## src/rtl/uc_seq.sv

```systemverilog
// uc_seq -- sequencing control unit for the single-cycle microcontroller.
//
// Decodes the 6-bit Opcode (instr[15:10]) into the datapath controls.
// A small FSM adds a timed PC stall (WAIT) and a HALT state. The PC advances
// only when pc_en is high.
//
// Ports:
//   clk       system clock, rising edge
//   reset     synchronous, active-high
//   Opcode    instr[15:10]
//   z         registered zero flag
//   wait_cnt  WAIT stall length N (instr[CNT_W-1:0])
//   s_inc     1: PC+1, 0: jump target
//   s_inm     1: immediate path
//   we3       register file write enable
//   wez       zero-flag write enable
//   Op        ALU operation
//   pc_en     PC load enable
//   busy      high in WAIT state
//   halted    high in HALT state
module uc_seq #(
  parameter int CNT_W = 8
) (
  input  logic             clk,
  input  logic             reset,
  input  logic [5:0]       Opcode,
  input  logic             z,
  input  logic [CNT_W-1:0] wait_cnt,
  output logic             s_inc,
  output logic             s_inm,
  output logic             we3,
  output logic             wez,
  output logic [2:0]       Op,
  output logic             pc_en,
  output logic             busy,
  output logic             halted
);

  typedef enum logic [1:0] {RUN = 2'd0, WT = 2'd1, HLT = 2'd2} state_t;

  localparam logic [CNT_W-1:0] CNT_ONE = {{(CNT_W-1){1'b0}}, 1'b1};

  state_t           state;
  logic [CNT_W-1:0] cnt;

  logic op_halt, op_wait, wait_go;
  assign op_halt = (Opcode == 6'b000011);
  assign op_wait = (Opcode == 6'b000100);
  // WAIT 0 is a plain NOP and never enters the stall state.
  assign wait_go = op_wait && (wait_cnt != '0);

  // cnt holds the remaining stall cycles, including the current one; the
  // last WT cycle (cnt==1) releases the PC, so WAIT N spans N+1 cycles.
  always_ff @(posedge clk) begin
    if (reset) begin
      state <= RUN;
      cnt   <= '0;
    end else begin
      case (state)
        RUN: begin
          if (op_halt) begin
            state <= HLT;
          end else if (wait_go) begin
            state <= WT;
            cnt   <= wait_cnt;
          end
        end
        WT: begin
          if (cnt == CNT_ONE) begin
            state <= RUN;
            cnt   <= '0;
          end else begin
            cnt <= cnt - CNT_ONE;
          end
        end
        HLT: ;
        default: begin
          state <= RUN;
          cnt   <= '0;
        end
      endcase
    end
  end

  always_comb begin
    s_inc = 1'b1;
    s_inm = 1'b0;
    we3   = 1'b0;
    wez   = 1'b0;
    Op    = 3'b000;
    pc_en = 1'b0;
    if (!reset) begin
      case (state)
        RUN: begin
          pc_en = 1'b1;
          casez (Opcode)
            6'b1?????: begin
              Op  = Opcode[4:2];
              we3 = 1'b1;
              wez = 1'b1;
            end
            6'b01????: begin
              s_inm = 1'b1;
              we3   = 1'b1;
            end
            6'b000000: s_inc = 1'b0;
            6'b000001: s_inc = ~z;
            6'b000010: s_inc = z;
            6'b000011: pc_en = 1'b0;
            6'b000100: pc_en = ~wait_go;
            default: ;
          endcase
        end
        WT:      pc_en = (cnt == CNT_ONE);
        default: ;
      endcase
    end
  end

  assign busy   = (state == WT);
  assign halted = (state == HLT);

endmodule

```

## config.mk

```make
export PLATFORM = sky130hd
export DESIGN_NAME = uc_seq
export DESIGN_NICKNAME = d
export VERILOG_FILES = /design/src/rtl/uc_seq.sv
export SDC_FILE = /design/constraint.sdc
export NUM_CORES = 1
export LEC_CHECK = 0
export BUFFER_PORTS_ARGS = -buffer_cell sky130_fd_sc_hd__buf_2
export CAP_MARGIN = 30
export CORE_MARGIN = 2
export CORE_UTILIZATION = 48
export CTS_CLUSTER_DIAMETER = 100
export CTS_CLUSTER_SIZE = 14
export DETAILED_ROUTE_END_ITERATION = 8
export PLACE_DENSITY = 0.75
export SKIP_CTS_REPAIR_TIMING = 1
export SYNTH_ARGS = -nofsm -noshare
export SYNTH_HDL_FRONTEND = slang
export SYNTH_SLANG_ARGS = --single-unit
```

## constraint.sdc

```tcl
create_clock -name clk -period 2 [get_ports clk]
set_input_delay 0.4 -clock clk [delete_from_list [all_inputs] [get_ports clk]]
set_output_delay 0.4 -clock clk [all_outputs]
set_load 0.01 [all_outputs]
```

Word-level counts from Yosys, hierarchy flattened --
Index checks and enable logic that the tools add are counted.
Storage, ports and cells: bits of input ports 17, logic and storage cells 51, register bits 10, output and inout port bits 10
Cells by class: $add $sub $neg 1, bitwise logic cells 3, reductions and logical operators 7, equal/unequal tests 12, muxes and demuxes 26
Operator list (count):
- $mux W8 | 3
- $pmux W8 S3 | 1
- $eq A6 B2 Y1 const B | 2
- $mux W1 | 12
- $mux W3 | 3
- $eq A8 B1 Y1 const B | 1
- $reduce_bool A8 Y1 | 1
- $sub A8 B1 Y8 const B | 1
- $eq A6 B1 Y1 const B | 1
- $eq A6 B3 Y1 const B | 1
- $logic_not A6 Y1 | 1
- $mux W2 | 3
- $pmux W2 S3 | 1
- $reduce_and A3 Y1 | 2
- $eq A2 B1 Y1 const B | 2
- $ne A2 B2 Y1 const B | 2
- $pmux W1 S2 | 2
- $ne A3 B3 Y1 const B | 1
- $not A1 Y1 | 3
- $pmux W1 S3 | 1
- $eq A2 B2 Y1 const B | 1
- $logic_not A2 Y1 | 1
- $ne A2 B1 Y1 const B | 1
- $reduce_or A2 Y1 | 1
- $logic_and A1 B1 Y1 | 1

Logic depth before layout (Yosys ltp) --
Gate-level depths: netlist of the first run.
depth in word-level cells 6, gate-level depth with buffers 7, gate-level depth less buffers 7

Worst setup path after synthesis of the first run --
OpenSTA, ideal clock, no wires.
kind reg-to-output, from reg cnt[2], to out pc_en, path buffers 0, arrival 1.688 ns, stages on the path, launching flop included 6, path slack -0.088 ns, data required time 1.600 ns, cells stage by stage dfxtp_1 or4_1 or3_1 nor2_1 a21oi_1 nor3_1
Between the ends: longest elaborated chain between the ends 3
RTL lines:
- from (decl) | line 44 | logic [CNT_W-1:0] cnt;
- from (signal assigned) | line 65 | cnt <= wait_cnt;
- from (signal assigned) | line 73 | cnt <= cnt - CNT_ONE;
- $eq A8 B1 Y1 | line 114 | WT: pc_en = (cnt == CNT_ONE);
- $pmux W1 S2 | line 93 | case (state)
- $mux W1 | line 92 | if (!reset) begin
- to (decl) | line 34 | output logic pc_en,
No other way between the ends.

Worst setup path in the final report of the first run --
Ends and elaborated chain as after synthesis.

==> results.txt, run 1 <==
----------------------------------------------------
[Run status]
  Status ... finished, violations left
  Failing checks ... negative setup slack

[Detailed routing]
  Routed len/inst ... 13.9 um
  Post-detailed-route count of antenna-violating nets ... 0
  Per-cell via count in the routed design ... 5.87
  Starting DRC count in detailed routing ... 25
  DRC Markers ... 0
  Total wire length ... 2.26 mm
  Total number of vias ... 957
  First-pass DRT Iterations ... 4

[Setup path]
  Count of buffering cells on the critical path with inverters included ... 1
  Largest stage delay, worst path ... 0.53 ns
  Startpoint-to-endpoint class of the critical path ... reg2out
  Critical path launch point ... cnt[2]$_SDFFE_PP0P_
  CP cell instances ... or4_4 > or3_4 > nor2_4 > a21oi_2 > nor3_2 > buf_2
  Startpoint class of the critical path ... flop
  Crit path arrival time ... 1.92 ns
  Cell with the biggest individual delay on the critical path ... sky130_fd_sc_hd__or4_4
  Sort of element at the end of the critical path ... primary output
  RR Startpoint ... cnt[2]$_SDFFE_PP0P_
  Required @ worst endpoint ... 1.60 ns
  Maximum fanout encountered on the critical timing path ... 4
  Critical path's top delay family ... simple AND/OR/NAND/NOR gates

[Logic synthesis]
  Portion of the post-synthesis area used by sequential elements ... 26.2%
  Number of enable-type register cells in the synthesized netlist ... 0
  Flip-flop and latch count after synthesis ... 10
  Count of different cell masters after synthesis ... 33
  Cells after synthesis ... 101
  Primary FF master, synth ... sky130_fd_sc_hd__dfxtp_1
  Syn. warnings ... 0
  Share of synthesized registers carrying an async set or reset ... 0%
  Largest cells by area after synthesis ... sky130_fd_sc_hd__dfxtp_1 (26%), sky130_fd_sc_hd__a21oi_1 (5.2%), sky130_fd_sc_hd__or3_1 (4.9%)
  Share of the synthesized area in the top cell type ... 26.2%
  Total standard cell area after synthesis ... 764 um^2
  Mean cell area of the mapped netlist ... 7.57 um^2
  Biggest area consumer among synthesized cells ... sky130_fd_sc_hd__dfxtp_1
  Mapped Nets ... 120

[Layout]
  Final-layout fill cell count ... 121
  Commonest cells after routing, fill and taps aside ... sky130_fd_sc_hd__buf_2 (26), sky130_fd_sc_hd__buf_4 (20), sky130_fd_sc_hd__dfxtp_1 (9)
  Number of inserted diodes ... 0
  Most common cell after layout, fill and taps aside ... sky130_fd_sc_hd__buf_2
  Final Net Count ... 167
  Final design instance area without fill ... 1120 um^2
  P&R area growth vs syn ... 46.0%
  Fraction of layout cells with a size suffix above 1 ... 40.8%

[Min path]
  Hold path startpoint ... wait_cnt[3]
  Worst hold path class ... in2reg

[Clock tree]
  # clock sinks ... 10
  TritonCTS Buffers ... 3
  TritonCTS clock tree ... yes
  Clock root buffer master ... sky130_fd_sc_hd__clkbuf_4
  Worst skew pair latency ... 0.27 ns
  Number of levels the H-tree was split into ... 1
  CTS Buffer Depth ... 2
  Clk slew on worst S/H paths ... 0.07 ns

[STA]
  Time the final worst path needs with I/O delays and setup ... 2.32 ns
  Worst Max-Slew Pin Slew ... 0.491 ns
  Post-route worst setup slack ... -0.322 ns
  Worst clock skew ... 0.0108 ns
  Unrepaired setup endpoints after global routing ... true
  Portion of the clock cycle consumed by the worst path in the final layout ... 116%
  Max Freq ... 0.431 GHz
  Final number of hold-violating endpoints ... 0
  Headroom to the max-slew limit ... 67.3%
  Final setup violation count ... 1
  Max-slew violation count ... 0

[Global route]
  Met2 usage ... 42.9%
  Met1 routing resource usage after global routing ... 30.5%
  Global-route usage over all layers ... 24.9%
  Most utilized layer in the global route result ... met2
  Wire length of the first global-routing pass ... 3.58 mm
  Largest net degree at the start of global routing ... 14
  Antenna violations before repair ... 0
  Met3 track demand over resource ... 2.50%
  Total overflow reported by the global router ... 0
  Number of global-route vias before repair ... 864

[Floorplan]
  Area of the core ... 1510 um^2
  Full die area ... 1930 um^2
  Count of boundary I/O pins ... 27
  Row Count ... 14
  Die Width ... 43.9 um
  Height of the chip ... 43.9 um
  Initial core utilization ... 50.7%

[Run]
  Number of maximum-capacitance violations ... 0

[Place]
  Detail Placement HPWL ... 1.79 mm
  Global placer's final weighted congestion ... 0.881
  Placed standard-cell area ... 1060 um^2
  Post-Place Setup Slack ... -0.180 ns
  Port buffer count ... 26

[Power and ir drop]
  Final Total Pwr ... 506 uW
  P per Cell Area ... 453 nW/um^2
  Largest vdd supply drop ... 0.000267 V
  Leakage component of the power ... 0.541 nW

----------------------------------------------------
==> final cells by class <==
cell class | instances | area (um^2) | share of cell area, %
Multi-Input combinational cell | 82 | 559 | 50.1
Clock buffer | 4 | 36.3 | 3.25
Inverter | 5 | 18.8 | 1.68
Timing Repair Buffer | 46 | 280 | 25.1
Tap cell | 16 | 20.0 | 1.79
Sequential cell | 10 | 201 | 18.0
==> power breakdown <==
part           internal, mW  switching, mW  total (mW)
Sequential            0.203        0.00358       0.207
Combinational        0.0577         0.0554       0.113
Clock                 0.110         0.0756       0.186
Total                 0.371          0.135       0.506
==> per-stage QoR <==
| step | hold WS [ns] | utilization [%] | std cells | setup TNS (ns) |
|---|---|---|---|---|
| 3_5_place_dp | 0.525 | 70.5 | 159 | -0.862 |
| 6_report | 0.434 | 74.1 | 163 | -0.322 |
| 3_3_place_gp | 0.510 | 70.5 | 159 | -0.479 |
| 5_1_grt | 0.436 | 74.1 | 163 | -0.372 |
| 2_1_floorplan | 0.459 | - | 101 | 0 |
| 4_1_cts | 0.438 | 72.9 | 163 | -0.342 |
==> worst reg2reg max path: stages, from the launching register on <==
cell and delay [ns]:
sky130_fd_sc_hd__dfxtp_2 0.32, sky130_fd_sc_hd__or4_4 0.53, sky130_fd_sc_hd__buf_4 0.16, sky130_fd_sc_hd__o31ai_1 0.25
sky130_fd_sc_hd__buf_4 0.18, sky130_fd_sc_hd__nor2_1 0.04, sky130_fd_sc_hd__o21ai_0 0.14, sky130_fd_sc_hd__a21oi_1 0.09
==> cells in the mapped netlist (all sizes together), types with 2 or more instances <==
library cell	number
a21oi	9
a2bb2oi	2
a31oi	3
and3	4
clkbuf	3
dfxtp	10
ha	2
inv	5
nand2	6
nand2b	4
nand3	2
nand3b	3
nor2	8
nor2b	3
nor3	6
nor4	2
o21ai	5
o31ai	2
or3	7
or4	2
xor2	4
==> kinds of logic after synthesis <==
| logic type | count (synthesis) | synth area share [%] |
|---|---|---|
| compound gates | 26 | 24.1 |
| buf+inv | 9 | 4.58 |
| simple gates | 49 | 36.0 |
| fa+ha+maj | 2 | 3.27 |
| flops | 10 | 26.2 |
| xor+xnor | 4 | 4.58 |
| mux | 1 | 1.31 |
==> routing by layer <==
| layer | vias to the layer above | part of all wire [%] | wire length (um) |
|---|---|---|---|
| met3 | 9 | 5.7 | 129 |
| met4 | 0 | 3.0 | 68 |
| met2 | 47 | 49 | 1110 |
| met5 | - | 0 | 0 |
| li1 | 464 | - | - |
| met1 | 437 | 42 | 960 |
==> flip-flops by register name (all words and copies together), names as in the netlist <==
register,flops
cnt,8
state,2
==> final timing paths <==
| kind | endpoint | slack (ns) | depth (start not counted) |
|---|---|---|---|
| max | pc_en | -0.32 | 6 |
| min | cnt[3]$_SDFFE_PP0P_ | 0.43 | 3 |
| max reg2reg | cnt[2]$_SDFFE_PP0P_ | 0.18 | 7 |
| min reg2reg | cnt[7]$_SDFFE_PP0P_ | 0.53 | 2 |
(Power assumes the default switching activity.)
==> inputs of run 2 (changes only) <==
CORE_UTILIZATION = 50   (was 48)
CTS_BUF_LIST = sky130_fd_sc_hd__clkbuf_4   (was default)
PLACE_DENSITY = 0.78   (was 0.75)
==> results.txt, run 2 (synthesized netlist as in run 1, its figures left out) <==
----------------------------------------------------
[Run status]
  Status ... finished, violations left
  Failing checks ... negative setup slack

[Setup path]
  Required @ worst endpoint ... 1.60 ns (about the same)
  Largest stage delay, worst path ... 0.54 ns (about the same)
  Crit path arrival time ... 1.97 ns (+0.05 ns)
  R2R depth ... 6 (-1)
  Sort of element at the end of the critical path ... primary output
  Critical path capture point ... pc_en
  Critical path launch point ... cnt[2]$_SDFFE_PP0P_
  Startpoint-to-endpoint class of the critical path ... reg2out
  Startpoint class of the critical path ... flop
  RR Startpoint ... cnt[2]$_SDFFE_PP0P_
  Register-to-Register Setup Slack ... 0.11 ns (-0.07 ns)
  CP cell instances ... or4_4 > or3_4 > nor2_2 > a21oi_1 > nor3_2 > buf_2
  Cell with the biggest individual delay on the critical path ... sky130_fd_sc_hd__or4_4
  Maximum fanout encountered on the critical timing path ... 2 (-2)
  Terminus of the critical flop-to-flop path ... cnt[5]$_SDFFE_PP0P_

[Power and ir drop]
  P per Cell Area ... 426 nW/um^2 (-5.9%)
  Largest vdd supply drop ... 0.000289 V (+8.3%)
  Final Total Pwr ... 467 uW (-7.7%)
  Leakage component of the power ... 0.533 nW (-1.5%)

[Detailed routing]
  First-pass DRT Iterations ... 4 (unchanged)
  Starting DRC count in detailed routing ... 32 (+28%)
  Total number of vias ... 949 (-0.84%)
  Routed len/inst ... 14.3 um (+2.9%)
  Total wire length ... 2.33 mm (+2.9%)
  DRC Markers ... 0 (unchanged)
  Post-detailed-route count of antenna-violating nets ... 0 (unchanged)
  Per-cell via count in the routed design ... 5.82 (-0.84%)

[Clock tree]
  Clk slew on worst S/H paths ... 0.07 ns (about the same)
  TritonCTS Buffers ... 3 (unchanged)
  Clock root buffer master ... sky130_fd_sc_hd__clkbuf_4
  Worst skew pair latency ... 0.27 ns (about the same)
  Number of levels the H-tree was split into ... 1 (unchanged)
  # clock sinks ... 10 (unchanged)
  CTS Buffer Depth ... 2 (unchanged)
  TritonCTS clock tree ... yes

[Floorplan]
  Die Width ... 43.1 um (-1.8%)
  Full die area ... 1860 um^2 (-3.7%)
  Initial core utilization ... 52.0% (+1.2 points)
  Row Count ... 14 (unchanged)
  Height of the chip ... 43.1 um (-1.8%)
  Area of the core ... 1470 um^2 (-2.3%)
  Count of boundary I/O pins ... 27 (unchanged)

[Layout]
  Most common cell after layout, fill and taps aside ... sky130_fd_sc_hd__buf_2
  Commonest cells after routing, fill and taps aside ... sky130_fd_sc_hd__buf_2 (26), sky130_fd_sc_hd__buf_4 (21), sky130_fd_sc_hd__dfxtp_1 (10)
  Non-filler cells, final ... 163 (unchanged)
  Fraction of the core area covered by cells at the end of the flow ... 74.4% (+0.32 points)
  Final-layout fill cell count ... 118 (-2.5%)
  Max FFs per register ... 8 (unchanged)
  Final design instance area without fill ... 1090 um^2 (-1.9%)
  Largest registers in the final layout ... cnt: 8 flops, state: 2 flops
  Combined area of the multi-input logic cells ... 546 um^2 (-2.5%)
  P&R area growth vs syn ... 43.2%
  Number of inserted diodes ... 0 (unchanged)
  Sequential Area ... 200 um^2 (-0.62%)
  Fraction of layout cells with a size suffix above 1 ... 38.8% (-2.0 points)
  Largest Register ... cnt
  Final Net Count ... 168 (+0.60%)

[Global route]
  Wire length of the first global-routing pass ... 4.00 mm (+12%)
  Global-route usage over all layers ... 28.4% (+3.5 points)
  Antenna violations before repair ... 0 (unchanged)
  Total overflow reported by the global router ... 0 (unchanged)
  Number of global-route vias before repair ... 911 (+5.4%)
  Largest net degree at the start of global routing ... 15 (+1)

[Place]
  Placed standard-cell area ... 1070 um^2 (+0.71%)
  Detail Placement HPWL ... 1.87 mm (+4.2%)
  Post-placement cell count ... 160 (+0.63%)
  Global placer's final weighted congestion ... 0.865 (-1.9%)
  Port buffer count ... 26 (unchanged)
  Post-Place Setup Slack ... -0.129 ns (+0.0511 ns)

[STA]
  Time the final worst path needs with I/O delays and setup ... 2.37 ns (+0.0446 ns)
  Worst clock skew ... 0.000358 ns (-0.0104 ns)
  Headroom to the max-slew limit ... 80.2% (+13 points)
  Max-slew violation count ... 0 (unchanged)
  Summed negative setup slack over all endpoints ... -0.367 ns (-0.0446 ns)
  Worst Max-Slew Pin Slew ... 0.295 ns (-0.197 ns)
  Final setup violation count ... 1 (unchanged)
  Unrepaired setup endpoints after global routing ... true
  Max Freq ... 0.423 GHz (-1.9%)
  Final number of hold-violating endpoints ... 0 (unchanged)
  Portion of the clock cycle consumed by the worst path in the final layout ... 118% (+2.2 points)
  Worst hold slack after final layout ... 0.415 ns (-0.0192 ns)
  Post-route worst setup slack ... -0.367 ns (-0.0446 ns)

[Run]
  Number of maximum-capacitance violations ... 0 (unchanged)

[Min path]
  Hold path startpoint ... wait_cnt[3]
  Worst hold path class ... in2reg

----------------------------------------------------
run 2: cell count changes in the layout (fill, tap and decap cells not counted), sizes merged:
cell,previous run,this run
buf,46,47
clkbuf,4,3
run 2: where the power goes:
| part | switching (mW) | internal (mW) | leakage (nW) | total, mW |
|---|---|---|---|---|
| sequential | 0.00344 | 0.203 | 0.0808 | 0.206 |
| combinational | 0.0546 | 0.0571 | 0.439 | 0.112 |
| clock | 0.0787 | 0.0699 | 0.0138 | 0.149 |
| total | 0.137 | 0.330 | 0.533 | 0.467 |
run 2: area by class of cell:
type,instances,share of cell area (%)
multi-input cells,82,49.8
clock buffers,3,2.06
well taps,16,1.83
repair buffers,47,26.3
inverters,5,1.71
flip-flops and latches,10,18.3
run 2: worst min-delay path by stage:
stage | end | slack [ns] | cells after the start
after floorplan | cnt[1]$_SDFFE_PP0P_ | 0.46 | 2
after global placement | cnt[1]$_SDFFE_PP0P_ | 0.47 | 2
after detailed placement | cnt[1]$_SDFFE_PP0P_ | 0.48 | 2
after CTS | cnt[3]$_SDFFE_PP0P_ | 0.41 | 3
after global routing | cnt[4]$_SDFFE_PP0P_ | 0.44 | 3
final | cnt[3]$_SDFFE_PP0P_ | 0.41 | 3
run 2: metal layers:
layer,vias to the layer above,global-route usage (%),share of wire (%)
li1,463,-,-
met1,439,34.0,42
met2,42,52.5,51
met3,5,1.70,5.3
met4,0,9.09,1.6
met5,-,0,0
run 2: critical path, delay by kind of cell (launching register included):
family | cells | cell delay, ns
simple gates | 4 | 1.17
flops | 1 | 0.31
buf+inv | 1 | 0.15
compound gates | 1 | 0.06
==> inputs of run 3 (changes only) <==
CORE_MARGIN = 1   (was 2)
SETUP_SLACK_MARGIN = 0.15   (was default)
==> results.txt, run 3 (synthesized netlist as in run 1, its figures left out) <==
----------------------------------------------------
[Run status]
  Status ... finished, violations left
  Failing checks ... negative setup slack

[STA]
  Worst clock skew ... 0.00509 ns (+0.00473 ns)
  Headroom to the max-slew limit ... 76.0% (-4.2 points)
  Max Freq ... 0.423 GHz (+0.12%)
  Post-route worst setup slack ... -0.364 ns (+0.00272 ns)
  Worst Max-Slew Pin Slew ... 0.357 ns (+0.0625 ns)
  Final number of hold-violating endpoints ... 0 (unchanged)
  Max-slew violation count ... 0 (unchanged)
  Summed negative setup slack over all endpoints ... -0.364 ns (+0.00272 ns)
  Final setup violation count ... 1 (unchanged)
  Portion of the clock cycle consumed by the worst path in the final layout ... 118% (-0.14 points)
  Time the final worst path needs with I/O delays and setup ... 2.36 ns (-0.00272 ns)
  Worst hold slack after final layout ... 0.404 ns (-0.0104 ns)
  Unrepaired setup endpoints after global routing ... true

[Global route]
  Total overflow reported by the global router ... 0 (unchanged)
  Global-route usage over all layers ... 28.3% (-0.11 points)
  Wire length of the first global-routing pass ... 3.04 mm (-24%)
  Most utilized layer in the global route result ... met2
  Number of global-route vias before repair ... 716 (-21%)
  Met3 track demand over resource ... 6.52% (+4.8 points)
  Met2 usage ... 45.7% (-6.8 points)
  Antenna violations before repair ... 0 (unchanged)
  Met1 routing resource usage after global routing ... 36.3% (+2.3 points)
  Largest net degree at the start of global routing ... 14 (-1)

[Layout]
  Largest registers in the final layout ... cnt: 8 flops, state: 2 flops
  Largest Register ... cnt
  Most common cell after layout, fill and taps aside ... sky130_fd_sc_hd__buf_2
  Final Net Count ... 168 (unchanged)
  Fraction of layout cells with a size suffix above 1 ... 42.6% (+3.8 points)
  Fraction of the core area covered by cells at the end of the flow ... 84.1% (+9.7 points)
  Number of inserted diodes ... 0 (unchanged)
  Max FFs per register ... 8 (unchanged)
  Commonest cells after routing, fill and taps aside ... sky130_fd_sc_hd__buf_2 (26), sky130_fd_sc_hd__buf_4 (19), sky130_fd_sc_hd__dfxtp_1 (8)
  P&R area growth vs syn ... 50.2%

[Power and ir drop]
  Internal power of the cells ... 337 uW (+2.0%)
  Combinational cell fraction of total power ... 25.0% (+1.1 points)
  Leakage component of the power ... 0.545 nW (+2.1%)
  Final Total Pwr ... 477 uW (+2.3%)
  Clock network power share ... 31.7% (about the same)
  Power spent charging and discharging nets ... 141 uW (+2.9%)
  P per Cell Area ... 416 nW/um^2 (-2.5%)
  Switching Share ... 29.5% (+0.19 points)
  Fraction of power consumed by sequential logic ... 43.4% (-0.8 points)
  Largest vdd supply drop ... 0.000442 V (+53%)

[Clock tree]
  TritonCTS clock tree ... yes
  Clock root buffer master ... sky130_fd_sc_hd__clkbuf_4
  Worst skew pair latency ... 0.28 ns (about the same)
  Number of levels the H-tree was split into ... 1 (unchanged)
  # clock sinks ... 10 (unchanged)
  Clk slew on worst S/H paths ... 0.07 ns (about the same)
  TritonCTS Buffers ... 3 (unchanged)
  CTS Buffer Depth ... 2 (unchanged)

[Detailed routing]
  Total number of vias ... 959 (+1.1%)
  First-pass DRT Iterations ... 4 (unchanged)
  Post-detailed-route count of antenna-violating nets ... 0 (unchanged)
  Per-cell via count in the routed design ... 5.88 (+1.1%)
  Total wire length ... 2.29 mm (-1.8%)
  Starting DRC count in detailed routing ... 21 (-34%)
  Routed len/inst ... 14.0 um (-1.8%)
  DRC Markers ... 0 (unchanged)

[Floorplan]
  Height of the chip ... 41.1 um (-4.6%)
  Count of boundary I/O pins ... 27 (unchanged)
  Die Width ... 41.1 um (-4.6%)
  Row Count ... 13 (-1)
  Area of the core ... 1370 um^2 (-7.1%)
  Full die area ... 1690 um^2 (-9.1%)
  Initial core utilization ... 56.0% (+4.0 points)

[Place]
  Port buffer count ... 26 (unchanged)
  Global placer's final weighted congestion ... 0.902 (+4.3%)
  Detail Placement HPWL ... 1.76 mm (-6.0%)
  Post-Place Setup Slack ... -0.111 ns (+0.0182 ns)

[Setup path]
  Required @ worst endpoint ... 1.60 ns (about the same)
  CP cell instances ... or4_4 > or3_4 > nor2_4 > a21oi_2 > nor3_2 > buf_2
  Sort of element at the end of the critical path ... primary output
  Critical path's top delay family ... simple AND/OR/NAND/NOR gates
  Crit path arrival time ... 1.96 ns (about the same)
  Register-to-Register Setup Slack ... 0.07 ns (-0.04 ns)
  Largest stage delay, worst path ... 0.53 ns (about the same)
  Maximum fanout encountered on the critical timing path ... 2 (unchanged)
  Startpoint class of the critical path ... flop
  Count of buffering cells on the critical path with inverters included ... 1 (unchanged)
  Cell with the biggest individual delay on the critical path ... sky130_fd_sc_hd__or4_4
  Startpoint-to-endpoint class of the critical path ... reg2out

[Run]
  Number of maximum-capacitance violations ... 0 (unchanged)

[Min path]
  Worst hold path class ... in2reg

----------------------------------------------------
-- run 3: changes by cell type in the layout (fill, tap and decap cells not counted), moves of 2 or more --
cell / previous run / this run
sky130_fd_sc_hd__dfxtp_1: 10 / 8
sky130_fd_sc_hd__dfxtp_2: 0 / 2
sky130_fd_sc_hd__buf_6: 0 / 2
sky130_fd_sc_hd__buf_4: 21 / 19
-- run 3: tightest hold or removal path, delay by kind of cell --
kind / cells / cell delay (ns)
AOI/OAI and AO/OA: 2 / 0.16
buffers and inverters: 1 / 0.09
-- run 3: per-stage QoR --
stage                     instances  area [um^2]
after floorplan                 101          778
after global placement          158         1060
after detailed placement        158         1060
after CTS                       162         1090
after global routing            163         1150
final                           163         1150
-- run 3: power by group through the flow --
stage	Clock, mW	Combinational, mW	Sequential (mW)
final	0.151	0.119	0.207
after global routing	0.158	0.129	0.208
after CTS	0.152	0.110	0.207
after detailed placement	0	0.110	0.212
after global placement	0	0.107	0.211
after floorplan	0	0.0552	0.211
-- run 3: cell type report --
type | instances | area, um^2
multi-input cells | 82 | 587
repair buffers | 47 | 295
fillers | 91 | 218
flip-flops and latches | 10 | 203
clock buffers | 3 | 22.5
inverters | 5 | 18.8
well taps | 15 | 18.8
clock inverters | 1 | 3.75
-- run 3: path summary, 6_finish.rpt --
check	cells past startpoint	from	to
max	6	cnt[5]$_SDFFE_PP0P_	pc_en
min	3	wait_cnt[3]	cnt[3]$_SDFFE_PP0P_
min reg2reg	2	cnt[1]$_SDFFE_PP0P_	cnt[1]$_SDFFE_PP0P_
max reg2reg	7	cnt[5]$_SDFFE_PP0P_	cnt[0]$_SDFFE_PP0P_
-- run 3: layer usage --
| metal | vias to the layer above | part of all wire (%) |
|---|---|---|
| met5 | - | 0 |
| met4 | 0 | 1.4 |
| met3 | 7 | 8.9 |
| met2 | 47 | 47 |
| met1 | 443 | 43 |
| li1 | 462 | - |
